$ cat src/rtl/led_array_driver.sv
// Row-multiplexed LED array scanner: blanks, then drives each row of a
// frame-start snapshot of the board for a fixed dwell, emitting a frame pulse.
module led_array_driver #(
  parameter int unsigned N            = 8,
  parameter int unsigned M            = 8,
  parameter int unsigned BLANK_CYCLES = 4,
  parameter int unsigned DWELL_CYCLES = 1000
) (
  input  logic           clk,
  input  logic           rst,
  input  logic           ena,
  input  logic [N*M-1:0] cells,
  output logic [N-1:0]   rows,
  output logic [M-1:0]   cols,
  output logic           frame_done
);

  localparam int unsigned CNT_MAX = (BLANK_CYCLES > DWELL_CYCLES) ? BLANK_CYCLES : DWELL_CYCLES;
  localparam int unsigned CNT_W   = (CNT_MAX > 1) ? $clog2(CNT_MAX) : 1;
  localparam int unsigned ROW_W   = (N > 1) ? $clog2(N) : 1;

  localparam logic [CNT_W-1:0] BLANK_LAST = CNT_W'(BLANK_CYCLES - 1);
  localparam logic [CNT_W-1:0] DWELL_LAST = CNT_W'(DWELL_CYCLES - 1);
  localparam logic [ROW_W-1:0] ROW_LAST   = ROW_W'(N - 1);

  typedef enum logic {
    BLANK = 1'b0,
    DRIVE = 1'b1
  } state_t;

  state_t           state_q, state_d;
  logic [CNT_W-1:0] cnt_q, cnt_d;
  logic [ROW_W-1:0] row_q, row_d;
  logic [N*M-1:0]   snap_q, snap_d;
  logic             frame_done_d;

  // State register: FSM state, dwell counter, row index, snapshot, frame pulse
  always_ff @(posedge clk) begin
    if (rst) begin
      state_q    <= BLANK;
      cnt_q      <= '0;
      row_q      <= '0;
      snap_q     <= '0;
      frame_done <= 1'b0;
    end else begin
      state_q    <= state_d;
      cnt_q      <= cnt_d;
      row_q      <= row_d;
      snap_q     <= snap_d;
      frame_done <= frame_done_d;
    end
  end

  // Next-state logic; everything holds and the pulse drops while ena is low
  always_comb begin
    state_d      = state_q;
    cnt_d        = cnt_q;
    row_d        = row_q;
    snap_d       = snap_q;
    frame_done_d = 1'b0;
    if (ena) begin
      // Frame start: latch the whole board so the frame cannot tear
      if (state_q == BLANK && row_q == '0 && cnt_q == '0) begin
        snap_d = cells;
      end
      case (state_q)
        BLANK: begin
          if (cnt_q == BLANK_LAST) begin
            state_d = DRIVE;
            cnt_d   = '0;
          end else begin
            cnt_d = cnt_q + CNT_W'(1);
          end
        end
        DRIVE: begin
          if (cnt_q == DWELL_LAST) begin
            state_d = BLANK;
            cnt_d   = '0;
            if (row_q == ROW_LAST) begin
              row_d        = '0;
              frame_done_d = 1'b1;
            end else begin
              row_d = row_q + ROW_W'(1);
            end
          end else begin
            cnt_d = cnt_q + CNT_W'(1);
          end
        end
        default: begin
          state_d = BLANK;
          cnt_d   = '0;
        end
      endcase
    end
  end

  // Output decode straight from registered state, no extra pipeline stage
  always_comb begin
    rows = '0;
    cols = '0;
    if (state_q == DRIVE) begin
      rows = N'(1) << row_q;
      cols = M'(snap_q >> (row_q * M));
    end
  end

endmodule
$ cat config.mk
export PLATFORM = sky130hd
export DESIGN_NAME = led_array_driver
export DESIGN_NICKNAME = d
export VERILOG_FILES = /design/src/rtl/led_array_driver.sv
export SDC_FILE = /design/constraint.sdc
export NUM_CORES = 1
export LEC_CHECK = 0
export BUFFER_PORTS_ARGS = -buffer_cell sky130_fd_sc_hd__buf_2
export CAP_MARGIN = 15
export CORE_MARGIN = 2
export CORE_UTILIZATION = 53
export DETAILED_ROUTE_END_ITERATION = 10
export PLACE_DENSITY = 0.86
export SLEW_MARGIN = 20
export SYNTH_ARGS = -nofsm -noshare
export SYNTH_HDL_FRONTEND = slang
export SYNTH_SLANG_ARGS = --single-unit
$ cat constraint.sdc
create_clock -name clk -period 2.72 [get_ports clk]
set_clock_uncertainty 0.05 [all_clocks]
set_input_delay 0.544 -clock clk [delete_from_list [all_inputs] [get_ports clk]]
set_output_delay 0.544 -clock clk [all_outputs]
set_load 0.005 [all_outputs]
== Yosys cells after proc, flatten, opt, wreduce, memory -nomap -nowiden ==
Cells that the tools add are included.

* Reductions and logical operators: 7
* Shift operators: 2
* $add $sub $neg: 2
* Bitwise gates (word level): 3
* Eq/ne operators: 3
* Multiplexer cells: 10

{| class="wikitable"
|+ Operators by type and width
! operator !! number
|-
| $shr A64 B6 Y8 || 1
|-
| $mux W10 || 2
|-
| $pmux W10 S2 || 1
|-
| $mux W8 || 2
|-
| $add A10 B1 Y10 const B || 1
|-
| $eq A10 B10 Y1 const B || 1
|-
| $eq A10 B2 Y1 const B || 1
|-
| $logic_not A10 Y1 || 1
|-
| $shl A1 B3 Y8 const A || 1
|-
| $reduce_or A4 Y1 || 1
|-
| $add A3 B1 Y3 const B || 1
|-
| $eq A3 B3 Y1 const B || 1
|-
| $logic_not A3 Y1 || 1
|-
| $mux W1 || 3
|-
| $mux W3 || 1
|-
| $not A1 Y1 || 3
|-
| $reduce_and A3 Y1 || 1
|-
| $logic_and A1 B1 Y1 || 2
|-
| $pmux W1 S2 || 1
|-
| $reduce_and A2 Y1 || 1
|}

* Register bits after elaboration: 79
* Output and inout port bits: 17
* Logic and storage cells: 32

== Depth between registers and ports, before layout ==
* Depth in word-level cells: 4
* Gate-level depth with buffers: 9
* Mapped depth without buffers: 6

== Worst setup path after synthesis ==
OpenSTA, ideal clock, no wires.

* Path kind: register -> output
* From: register row_q[0]
* To: output port cols[6]
* Data required time: 2.126 ns
* Data arrival time: 1.499 ns
* Cell stages (with the launch flop): 6
* Setup slack: 0.627 ns
* Path through: dfxtp_1 -> buf_2 -> buf_2 -> mux4_2 -> nand2_1 -> a21oi_1

* Word-level cells in the longest chain between the ends: 2

{| class="wikitable"
|+ Ends and longest elaborated chain
! what !! line !! text
|-
| start: declaration || 33 || <nowiki>logic [ROW_W-1:0] row_q, row_d;</nowiki>
|-
| start signal: assignment || 48 || <nowiki>row_q <= row_d;</nowiki>
|-
| $shr A64 B6 Y8 || 103 || <nowiki>cols = M'(snap_q >> (row_q * M));</nowiki>
|-
| $mux W8 || 101 || <nowiki>if (state_q == DRIVE) begin</nowiki>
|-
| end: declaration || 14 || <nowiki>output logic [M-1:0] cols,</nowiki>
|}

No other way between the ends.

== Worst setup path after layout ==
* From: register row_q[1]
* To: output port rows[7]

* Word-level cells in the longest chain between the ends: 2

{| class="wikitable"
|+ Ends and longest elaborated chain
! what !! line !! text
|-
| $shl A1 B3 Y8 || 102 || <nowiki>rows = N'(1) << row_q;</nowiki>
|-
| $mux W8 || 101 ||
|-
| end: declaration || 13 || <nowiki>output logic [N-1:0] rows,</nowiki>
|}

No other way between the ends.

==> run metrics <==
status complete, no violations; Die X approximately 85 um; share of post-route cells with drive strength above 1 25.8%; Min-Delay Startpoint cells[13]; Synth Instances approximately 420; Vias approximately 3.1k; CTS H-tree lvls 3; global route total overflow 0; Initial Utilization between 50 and 60%; Final Cycle Share 92.8%; Setup TNS 0 ns; antenna viol nets, final 0; leakage about 1.7 nW; TritonRoute pass-1 iters 5; Resized cells post-CTS 0; crit end category primary output; Inserted Diodes 0; area of the multi-input gates between 1500 and 2000 sq um; worst skew pair latency approximately 0.36 ns; design area roughly 4200 sq um; largest net degree at the start of global routing 44; Final setup viols 0; sequential element share of the synthesized area 45.0%; Final Max Slew Viols 0; Port Buf Inserts 83; total CTS buffers 9; Core ar. 6390 sq um; drc violations 0; Post-Syn Area per Cell ~8.4 sq um; Worst Hold Depth 3; Slew @ Worst Pin approximately 0.55 ns; Die Height around 85 um; Peak supply drop between 0.0003 and 0.0004 V; Sink Count 79; area grow syn2layout 18.9%; Placed Area about 4000 sq um; Post-synth EDFFs 0; Worst setup SP type flip-flop; Final nets around 570; Post-Route WL approximately 8.5 mm; GP Congestion 0.831; Clock Pin Slew Worst Setup and Hold Paths approximately 0.08 ns; RSZ-0062 raised after global routing no; die area about 7300 sq um; DR WL/cell ~15 um; synthesis-stage register bit count approximately 80; # IOs between 80 and 90; WP data required 2.13 ns; Post-DP HPWL 6.13 mm; Post-synth top cells nand2_1, dfxtp_1, a21oi_1; Hold-fix buffers, CTS 0; critical path startpoint row_q[1]; MaxCap Viol Count 0; Yosys cell types 29; row count 29; first-pass GRT wire length approximately 14 mm; clock root cell clkbuf_8; ranking of synthesized cells by area dfxtp_1, nand2_1, a21oi_1, mux4_2, ha_1; drt via density ~5.5; Worst slew margin between 60% and 70%; Reg area around 1600 sq um; post-CTS setup buffers 0; min-delay worst type input port to flip-flop; mapped cell area approximately 3500 sq um; Initial DRC Count just over 200; vias in the first global route a little over 3k; Yosys top cell by area dfxtp_1; Yosys top cell area share between 40% and 50%; CP Class flip-flop to primary output; Cell Pwr Density 604 nW/um^2; total track usage approximately 24%; count leader, synth nand2_1; fill count about 530; crit-path max FO 10; CTS tree done; syn_nets 492; endpoints failing hold 0; Critical R2R Launch row_q[1]; path depth of the worst reg2reg path 7; Max Fclk slightly below 400 MHz; Arrival @ worst endpoint just under 2 ns; initial antenna violation count 0; clock tree buffer depth 2; Synth Flop Type dfxtp_1; Yosys Warn Count 0; fraction of registers with async set/reset 0%; Tmin final roughly 2.5 ns
## critical path, cell delays in order, from the launching register on
cell and delay [ns]:
dfxtp_1 0.67, buf_4 0.26, ha_1 0.18, ha_1 0.21, and2_1 0.15, buf_2 0.11
## cells in the final DEF (no fill, tap or decap), types with 2 or more instances in the layout
cell type   count
inv_1           7
clkbuf_1        2
clkbuf_8        9
a21oi_1        75
mux4_2         16
nand4_1         5
buf_2          83
nor4_2          2
xnor2_1         4
dfxtp_1        79
xor2_1          5
ha_1            8
clkinvlp_4      3
buf_4           8
nor2_1         11
and2_1          2
bufinv_16       2
nand2_1       152
and3_1          9
## cell type report
cell class / instances / share of cell area (%)
clock buffers: 11 / 3.15
flip-flops and latches: 79 / 37.9
repair buffers: 92 / 11.9
clock inverters: 5 / 1.98
multi-input cells: 301 / 42.1
inverters: 8 / 0.719
well taps: 77 / 2.31
## final timing paths
check | to | slack, ns
min reg2reg | snap_q[55] | 0.41
min | snap_q[13] | 0.37
max reg2reg | snap_q[53] | 0.57
max | rows[7] | 0.19
## cells by family after synthesis
logic type | Yosys count | synth area share, %
fa+ha+maj | 8 | 2.85
buf+inv | 37 | 4.92
compound gates | 77 | 11.3
mux | 17 | 10.5
simple gates | 190 | 23.2
flops | 79 | 45.0
xor+xnor | 9 | 2.24
## where the power goes
| group | internal, W | total (W) | switching (W) |
|---|---|---|---|
| registers | 0.00123 | 0.00128 | 0.0000448 |
| clock network | 0.000517 | 0.000940 | 0.000423 |
| logic | 0.000128 | 0.000304 | 0.000176 |
## per-stage QoR
stage / worst slack (ns) / hold WS (ns) / utilization, % / total power [W] / std cells
5_1_grt: 0.0249 / 0.376 / 65.4 / 0.00263 / 573
4_1_cts: 0.165 / 0.362 / 65.4 / 0.00253 / 573
3_3_place_gp: 0.621 / 0.391 / 62.0 / 0.00159 / 557
3_5_place_dp: 0.557 / 0.396 / 62.0 / 0.00160 / 557
2_1_floorplan: 0.627 / 0.383 / - / 0.00151 / 417
6_report: 0.195 / 0.370 / 65.4 / 0.00252 / 573
## layer usage
| layer | vias up | GRT usage (%) | wire [um] |
|---|---|---|---|
| li1 | 1542 | - | - |
| met1 | 1475 | 30.8 | 3620 |
| met4 | 0 | 12.7 | 186 |
| met5 | - | 0 | 0 |
| met3 | 17 | 3.21 | 444 |
| met2 | 107 | 40.9 | 4250 |
## flip-flops by register name, indices dropped and copies added (netlist names)
register,flops
row_q,3
snap_q,64
frame_done,1
state_q,1
cnt_q,10
Power figures use the tool's default switching activity.
